### src/rtl/sram_arb_pkg.sv
`default_nettype none
// ============================================================================
// Module      : sram_arb_pkg
// Description : Shared types and constants for the dual-port SRAM arbiter:
//               FSM state encoding, one-hot grant values and core write-strobe
//               encodings.
// Revision    : 1.0 - initial release
// ============================================================================
package sram_arb_pkg;

  typedef enum logic [1:0] {
    ST_IDLE   = 2'd0,
    ST_ACCESS = 2'd1,
    ST_RESP   = 2'd2
  } state_e;

  // One-hot owner encoding {b,a}
  localparam logic [1:0] GRANT_NONE = 2'b00;
  localparam logic [1:0] GRANT_A    = 2'b01;
  localparam logic [1:0] GRANT_B    = 2'b10;

  // Core write-strobe encodings; zero strobe means read
  localparam logic [3:0] WSTRB_READ  = 4'b0000;
  localparam logic [3:0] WSTRB_BYTE  = 4'b0001;
  localparam logic [3:0] WSTRB_HWORD = 4'b0011;
  localparam logic [3:0] WSTRB_WORD  = 4'b1111;

endpackage
`default_nettype wire

### src/rtl/sram_arb_pick.sv
`default_nettype none
// ============================================================================
// Module      : sram_arb_pick
// Description : Combinational winner selection between the core port (A) and
//               the loader port (B). On a tie the port that was not granted
//               last wins; feeding a constant GRANT_A as the last grant gives
//               fixed loader-first priority.
// Revision    : 1.0 - initial release
// ============================================================================
module sram_arb_pick
  import sram_arb_pkg::*;
(
  input  logic       a_valid_i,
  input  logic       b_valid_i,
  input  logic [1:0] last_grant_i,
  output logic [1:0] winner_o
);

  // Single requester wins outright; a tie goes to the port not served last
  always_comb begin
    winner_o = GRANT_NONE;
    if (a_valid_i && b_valid_i) begin
      winner_o = (last_grant_i == GRANT_A) ? GRANT_B : GRANT_A;
    end else if (a_valid_i) begin
      winner_o = GRANT_A;
    end else if (b_valid_i) begin
      winner_o = GRANT_B;
    end
  end

endmodule
`default_nettype wire

### src/rtl/sram_arbiter.sv
`default_nettype none
// ============================================================================
// Module      : sram_arbiter
// Description : Arbitrates a core port (byte addressed, strobed) and a
//               loader/debug port (word addressed) onto one single-port SRAM.
//               Each access walks IDLE -> ACCESS -> RESP, one access per
//               three cycles. Core addresses above the SRAM range complete
//               without touching the SRAM and set a sticky error flag.
//               Build option SRAM_ARB_RR_EN: round-robin tie-break instead of
//               fixed loader-first priority.
// Revision    : 1.0 - initial release
// ============================================================================
module sram_arbiter
  import sram_arb_pkg::*;
#(
  parameter int ADDR_W = 10,
  parameter int DATA_W = 32
) (
  input  logic              clk,
  input  logic              nRST,
  input  logic              a_valid,
  output logic              a_ready,
  input  logic [31:0]       a_addr,
  input  logic [DATA_W-1:0] a_wdata,
  input  logic [3:0]        a_wstrb,
  input  logic              b_valid,
  output logic              b_ready,
  input  logic [ADDR_W-1:0] b_addr,
  input  logic [DATA_W-1:0] b_wdata,
  input  logic [3:0]        b_be,
  input  logic              b_we,
  output logic [DATA_W-1:0] rdata,
  output logic              sram_rd_en,
  output logic              sram_wr_en,
  output logic [ADDR_W-1:0] sram_addr,
  output logic [DATA_W-1:0] sram_data_in,
  output logic [3:0]        sram_byte_en,
  input  logic [DATA_W-1:0] sram_data_out,
  output logic [1:0]        grant,
  output logic              oob_err
);

  state_e            state_q;
  logic [1:0]        grant_q;
  logic              a_ready_q;
  logic              b_ready_q;
  logic              rd_en_q;
  logic              wr_en_q;
  logic [ADDR_W-1:0] addr_q;
  logic [DATA_W-1:0] din_q;
  logic [3:0]        be_q;
  logic              resp_rd_q;
  logic              oob_q;

  logic [1:0]        w_win;
  logic [1:0]        w_last;
  logic              w_a_oob;
  logic              w_unused;

  // Byte offset within a word has no meaning for a word-wide SRAM
  assign w_unused = ^a_addr[1:0];

  // Any set bit above the word index puts the core request outside the SRAM
  assign w_a_oob = (a_addr >> (ADDR_W + 2)) != 32'd0;

`ifdef SRAM_ARB_RR_EN
  logic [1:0] last_q;

  // Remember the most recent owner so a tie goes to the other port
  always_ff @(posedge clk or negedge nRST) begin
    if (!nRST) begin
      last_q <= GRANT_B;
    end else if (state_q == ST_IDLE && w_win != GRANT_NONE) begin
      last_q <= w_win;
    end
  end

  assign w_last = last_q;
`else
  // Pretending A was always served last makes B win every tie
  assign w_last = GRANT_A;
`endif

  sram_arb_pick u_pick (
    .a_valid_i    (a_valid),
    .b_valid_i    (b_valid),
    .last_grant_i (w_last),
    .winner_o     (w_win)
  );

  // Access sequencer: capture in IDLE, drive SRAM in ACCESS, respond in RESP
  always_ff @(posedge clk or negedge nRST) begin
    if (!nRST) begin
      state_q   <= ST_IDLE;
      grant_q   <= GRANT_NONE;
      a_ready_q <= 1'b0;
      b_ready_q <= 1'b0;
      rd_en_q   <= 1'b0;
      wr_en_q   <= 1'b0;
      addr_q    <= '0;
      din_q     <= '0;
      be_q      <= '0;
      resp_rd_q <= 1'b0;
      oob_q     <= 1'b0;
    end else begin
      a_ready_q <= 1'b0;
      b_ready_q <= 1'b0;
      case (state_q)
        ST_IDLE: begin
          if (w_win != GRANT_NONE) begin
            state_q <= ST_ACCESS;
            grant_q <= w_win;
            if (w_win == GRANT_A) begin
              if (w_a_oob) begin
                // Completes normally but never reaches the SRAM
                oob_q <= 1'b1;
              end else begin
                addr_q <= a_addr[ADDR_W+1:2];
                if (a_wstrb != WSTRB_READ) begin
                  wr_en_q <= 1'b1;
                  din_q   <= a_wdata;
                  be_q    <= a_wstrb;
                end else begin
                  rd_en_q <= 1'b1;
                end
              end
            end else begin
              addr_q <= b_addr;
              if (b_we) begin
                wr_en_q <= 1'b1;
                din_q   <= b_wdata;
                be_q    <= b_be;
              end else begin
                rd_en_q <= 1'b1;
              end
            end
          end
        end
        ST_ACCESS: begin
          state_q   <= ST_RESP;
          resp_rd_q <= rd_en_q;
          rd_en_q   <= 1'b0;
          wr_en_q   <= 1'b0;
          addr_q    <= '0;
          din_q     <= '0;
          be_q      <= '0;
          a_ready_q <= grant_q[0];
          b_ready_q <= grant_q[1];
        end
        ST_RESP: begin
          state_q   <= ST_IDLE;
          grant_q   <= GRANT_NONE;
          resp_rd_q <= 1'b0;
        end
        default: begin
          state_q <= ST_IDLE;
        end
      endcase
    end
  end

  // SRAM read data arrives during RESP; writes and out-of-range reads return 0
  assign rdata        = resp_rd_q ? sram_data_out : '0;
  assign a_ready      = a_ready_q;
  assign b_ready      = b_ready_q;
  assign grant        = grant_q;
  assign oob_err      = oob_q;
  assign sram_rd_en   = rd_en_q;
  assign sram_wr_en   = wr_en_q;
  assign sram_addr    = addr_q;
  assign sram_data_in = din_q;
  assign sram_byte_en = be_q;

endmodule
`default_nettype wire
### config.mk
export PLATFORM = sky130hd
export DESIGN_NAME = sram_arbiter
export DESIGN_NICKNAME = d
export VERILOG_FILES = /design/src/rtl/sram_arb_pkg.sv /design/src/rtl/sram_arb_pick.sv /design/src/rtl/sram_arbiter.sv
export SDC_FILE = /design/constraint.sdc
export NUM_CORES = 1
export LEC_CHECK = 0
export ABC_CLOCK_PERIOD_IN_PS = 2700
export BUFFER_PORTS_ARGS = -buffer_cell sky130_fd_sc_hd__clkbuf_2
export CORE_ASPECT_RATIO = 1.4
export CORE_MARGIN = 5
export CORE_UTILIZATION = 41
export DETAILED_ROUTE_END_ITERATION = 8
export PLACE_DENSITY = 0.83
export SYNTH_ARGS = -nofsm -noshare
export SYNTH_HDL_FRONTEND = slang
export SYNTH_SLANG_ARGS = --single-unit
### constraint.sdc
create_clock -name clk -period 2.7 [get_ports clk]
set_input_delay 0.405 -clock clk [delete_from_list [all_inputs] [get_ports clk]]
set_output_delay 0.405 -clock clk [all_outputs]
set_load 0.02 [all_outputs]
==> impl_metrics.ini, run 1 <==
[sta]
final_max_slew_viol_count = 0
timing.fmax_mhz = 389
timing_worst_slew_pin_value_ps = 675
layout_min_cycle_time_ps = 2570
timing.final.hold_violations = 0
period_share_pct = 95.2
rsz0062_at_grt = false
final_setup_violating_endpoints = 0
fin_tns_setup_ps = 0
hold_slack_ps = 111
worst_clock_skew_ps = 10.5
worst_slew_margin_rel_pct = 55.0
finalWorstSetupSlack_ps = 128

[placement]
dpl.hpwl_mm = 7.84
pre_cts_setup_slack_ps = 158
io_buffer_count = 233
gp_congestion = 0.779

[route]
drt_pass1_iterations = 4
drt.antenna.violating_nets = 0
avgViaCountPerCell = 4.85
route.vias.total = 3204
routedWlPerCell_um = 14.6
remaining_drc_errors = 0
drt_iter0_markers = 107
detail_route.wirelength_mm = 9.64

[global_route]
wire_length_of_the_first_global_routing_pass_mm = 15.3
vias_in_the_first_global_route = 3287
grt_start_max_net_pins = 36
groute.usage.overall_pct = 19.2
grt_residual_overflow = 0
antenna_found_initial = 0

[finish]
final_net_count = 714
n_antenna_cell = 0
share_of_layout_cells_above_drive_strength_1_pct = 52.3
area_growth_syn_to_layout_pct = 43.2
final_core_util_pct = 60.1

[yosys]
synth.top_cell.area_share_pct = 43.1
synthMostInstantiatedCell = nand2_1
part_of_the_yosys_area_used_for_sequential_elements_pct = 43.1
netlist_top_cells_area = dfrtp_1 (43%), mux2_4 (13%), nand2_1 (9.7%)
syn_inst = 335
syn_nets = 490
synth_common_cells = nand2_1 (84), dfrtp_1 (56), a21oi_1 (39), and2_1 (34), mux2_4 (29)
yosys_warnings = 0
syn-mean-instance-area_sq_um = 9.71
top_flip_flop_cell_by_instance_count_after_synthesis = dfrtp_1
synthArstFlopShare_pct = 100
synth_edf_count = 0
ys_seq_elements = 56
synth.largest_area_cell = dfrtp_1
synth.distinct_cells = 30
synth.cell_area_sq_mm = 0.00325

[clocking]
cts_resized = 0
cts_tree = done
clkLatencyLatePin_ps = 310
post-cts-setup-buffers = 0
tritoncts_num_sinks = 56
cts.root.buffer_cell = clkbuf_8
cts.path.max_buffers = 2
cts_buffers = 5
postCtsHoldBufs = 0
htreeDepth = 2
cts.reportedPaths.clkPinSlew_ps = 110

[floorplanning]
chipHeight_um = 115
core_area_sq_mm = 0.00775
std_cell_rows = 38
die-area_sq_mm = 0.00984
initial_utilization_pct = 42.0
die_w_um = 85.3
design.portCount = 236

[setup_path]
critPathCaptureType = register
worstPathMaxFanout = 16
worst_ep_required_time_ps = 2890
path_class = register to register
cp_data_arrival_time_ps = 2760
startpoint_type = register

[outcome]
status = complete, no violations

[hold_path]
timing.hold.worst.class = input pin to async pin

[power_and_ir_drop]
vdd_drop_max_mv = 0.578
pd_cells_mw_per_mm2 = 1060
cellLeakagePower_uw = 0.00262

[job]
max_cap_viol_count = 0
-- registers in the layout (all words and copies together) (netlist names) --
name and count:
sram_rd_en 1, grant 2, sram_byte_en 4, oob_err 1, sram_wr_en 1, resp_rd_q 1, sram_data_in 32, sram_addr 10
b_ready 1, a_ready 1, state_q 2
-- cells by family (layout without fill, tap and decap cells) --
kind of cell / Yosys count / count (layout) / synth area share (%)
flops: 56 / 56 / 43.1
buf+inv: 30 / 255 / 4.88
compound gates: 56 / 56 / 9.88
simple gates: 139 / 139 / 20.4
mux: 50 / 50 / 20.2
fa+ha+maj: 4 / 4 / 1.54
-- final cells by class --
| class | instances | area [sq um] |
|---|---|---|
| Clock buffer | 5 | 68.8 |
| Clock inverter | 3 | 68.8 |
| Fill cell | 677 | 3090 |
| Inverter | 5 | 18.8 |
| Multi-Input combinational cell | 249 | 1700 |
| Sequential cell | 56 | 1400 |
| Tap cell | 100 | 125 |
| Timing Repair Buffer | 242 | 1270 |
-- power by group --
group / switching (uW) / internal, uW / leakage, uW / total (uW)
clock network: 278 / 373 / 0.0000687 / 651
registers: 257 / 1220 / 0.000699 / 1480
logic: 1530 / 1260 / 0.00185 / 2790
-- metal layers --
| metal | GRT usage (%) | part of all wire, % |
|---|---|---|
| met5 | 0 | 0 |
| met4 | 6.12 | 1.9 |
| met3 | 4.73 | 7.2 |
| met2 | 34.5 | 51 |
| met1 | 22.4 | 39 |
-- worst max-delay path: stages, from the launching register on --
cell,delay (ps)
dfrtp_1,410
inv_1,100
ha_1,300
nor3b_2,370
and4bb_1,260
a21oi_2,180
a21o_2,150
buf_4,310
mux2_2,380
-- cells in the final DEF (no fill, tap or decap) --
cell	netlist	routed
mux2i_1	12	12
mux2_2	9	9
dfrtp_1	56	56
and4bb_1	1	1
inv_1	5	5
nand3b_1	1	1
a21o_2	0	1
nand2b_1	3	3
clkbuf_2	0	233
a21oi_2	1	1
nor4_1	6	6
nor2b_4	0	1
clkbuf_8	0	5
ha_1	4	3
nor3_1	1	1
nor3b_2	1	1
inv_6	0	1
nor4b_1	1	1
nand2_1	84	84
nor2b_1	2	1
buf_12	0	3
o21ai_0	3	3
mux2_4	29	29
a311o_1	2	2
bufinv_16	0	2
ha_2	0	1
o31ai_1	10	10
and3_1	1	1
a21oi_1	39	39
buf_4	1	6
nor2_1	4	4
and2_1	34	34
-- stage by stage --
step / power [uW] / instance area, sq um / std cells
after floorplan: 3470 / 3250 / 335
after global placement: 4220 / 4520 / 652
after detailed placement: 4310 / 4520 / 652
after CTS: 4980 / 4660 / 660
after global routing: 5260 / 4660 / 660
final: 4920 / 4660 / 660
-- worst paths after layout --
check	start	to	slack, ps	cells past startpoint
max in group asynchronous	nRST	sram_addr[6]	1980	2
worst min register to register	sram_addr[5]	sram_addr[5]	480	2
worst max-delay path	state_q[1]	sram_data_in[1]	130	8
min in group clk	a_valid	state_q[0]	400	3
worst min-delay path	nRST	sram_data_in[25]	110	1
worst max register to register	state_q[1]	sram_data_in[1]	130	8
(Power assumes the default switching activity.)
==> run 2, diff against run 1 <==
Settings changed: REMOVE_ABC_BUFFERS set to 1.
==> run 2 against run 1 <==
- first-iteration DRC count rose by 31%
- flip-flop and latch count did not move
- clock power fell by 27%
- core utilization fell by 0.69 points
- worst setup slack improved by 290 ps
- global-route usage rose by 0.58 points
- fmax rose by 13%
- wire length rose by 4.6%
- critical path depth did not move
- critical path type unchanged
- combinational power rose by 1%
- register-to-register slack improved by 290 ps
- critical endpoint is now sram_byte_en[1]
- via count barely moved
==> impl_metrics.ini, run 2 (synthesis gave the netlist of run 1 again) <==
[sta]
fin_tns_setup_ps = 0
period_share_pct = 84.4
rsz0062_at_grt = false
worst_clock_skew_ps = 7.82
timing.fmax_mhz = 439
timing.final.hold_violations = 0
final_max_slew_viol_count = 0
worst_slew_margin_rel_pct = 53.5
layout_min_cycle_time_ps = 2280
finalWorstSetupSlack_ps = 421
final_setup_violating_endpoints = 0
timing_worst_slew_pin_value_ps = 698

[clocking]
cts_buffers = 5
cts_resized = 0
cts_tree = done
cts.reportedPaths.clkPinSlew_ps = 110
htreeDepth = 2
postCtsHoldBufs = 0
post-cts-setup-buffers = 0
cts.root.buffer_cell = clkbuf_8
tritoncts_num_sinks = 56
clkLatencyLatePin_ps = 310
cts.path.max_buffers = 2

[global_route]
groute.usage.overall_pct = 19.8
grt_start_max_net_pins = 57
wire_length_of_the_first_global_routing_pass_mm = 15.8
antenna_found_initial = 0
grt_residual_overflow = 0
vias_in_the_first_global_route = 3346

[floorplanning]
initial_utilization_pct = 42.0
std_cell_rows = 38
chipHeight_um = 115
die-area_sq_mm = 0.00984
design.portCount = 236
die_w_um = 85.3
core_area_sq_mm = 0.00775

[power_and_ir_drop]
cellLeakagePower_uw = 0.00259
pd_cells_mw_per_mm2 = 1040
vdd_drop_max_mv = 0.508

[route]
drt_iter0_markers = 140
route.vias.total = 3206
detail_route.wirelength_mm = 10.1
remaining_drc_errors = 0
drt_pass1_iterations = 4
routedWlPerCell_um = 15.3
drt.antenna.violating_nets = 0
avgViaCountPerCell = 4.86

[setup_path]
critPathCaptureType = register
critical-path-max-stage-delay_ps = 440
path_class = register to register
worst_ep_required_time_ps = 2890
startpoint_type = register
slowest_stage = dfrtp_1
worstPathMaxFanout = 37
cp_data_arrival_time_ps = 2470
cp_cell_sequence = inv_1 > ha_1 > nor3b_2 > and4bb_1 > a21oi_2 > a21o_2 > buf_12 > mux2_2

[finish]
n_antenna_cell = 0
final_net_count = 714
final_common_cell = clkbuf_2
area_growth_syn_to_layout_pct = 41.5
largest_register_ff_count = 32
share_of_layout_cells_above_drive_strength_1_pct = 52.3
final_cell_area_sq_mm = 0.00460
highest_count_cells_in_the_layout_ignoring_fill_and_taps = clkbuf_2 (233), nand2_1 (84), dfrtp_1 (56)
final_core_util_pct = 59.4

[placement]
gp_congestion = 0.849
dpl.hpwl_mm = 8.24
io_buffer_count = 233
placed_cell_area_sq_mm = 0.00451
pre_cts_setup_slack_ps = 444

[outcome]
status = complete, no violations

[job]
max_cap_viol_count = 0

[hold_path]
timing.hold.worst.class = input pin to async pin
## run 2: changes by cell type in the layout (fill, tap and decap cells not counted)
| cell | before | now |
|---|---|---|
| buf_12 | 3 | 2 |
| clkinvlp_4 | 0 | 1 |
| inv_8 | 0 | 1 |
| clkinv_4 | 0 | 1 |
| inv_6 | 1 | 0 |
| bufinv_16 | 2 | 0 |
| buf_4 | 6 | 7 |
## run 2: path summary, 6_finish.rpt
check / from / to / slack, ps / cells after the start
worst max-delay path: state_q[0] / sram_byte_en[1] / 420 / 8
worst min-delay path: nRST / sram_data_in[31] / 210 / 2
worst max register to register: state_q[0] / sram_byte_en[1] / 420 / 8
worst min register to register: sram_addr[5] / sram_addr[5] / 480 / 2
max in group asynchronous: nRST / sram_data_in[4] / 2010 / 2
min in group clk: b_addr[6] / sram_addr[6] / 400 / 3
## run 2: cell type report
type	instances	area [sq um]
Fill cell	659	3150
Multi-Input combinational cell	249	1700
Sequential cell	56	1400
Timing Repair Buffer	242	1260
Tap cell	100	125
Clock buffer	5	68.8
Clock inverter	3	27.5
Inverter	5	18.8
## run 2: power breakdown
group | switching, uW | internal [uW] | leakage (uW) | total, uW
Clock | 283 | 191 | 0.0000463 | 474
Sequential | 266 | 1220 | 0.000699 | 1480
Combinational | 1570 | 1260 | 0.00185 | 2830
## run 2: routing by layer
| layer | routed length, um | GRT usage (%) | up-vias |
|---|---|---|---|
| li1 | - | - | 1571 |
| met2 | 5430 | 36.7 | 129 |
| met3 | 656 | 2.87 | 18 |
| met1 | 3760 | 23.2 | 1488 |
| met4 | 226 | 6.65 | 0 |
| met5 | 0 | 0 | - |
## run 2: worst max-delay path, delay by kind of cell (launching register included)
family          cells  cell delay (ps)
simple gates        2              520
flops               1              440
mux                 1              370
buf+inv             2              350
compound gates      2              300
fa+ha+maj           1              160
## run 2: metrics by stage
stage               hold WS, ps  cells  total power [uW]
floorplan                   109    310              3360
global placement            454    652              4240
detailed placement          466    652              4350
CTS                         232    660              4840
global route                281    660              5100
finish                      211    660              4790
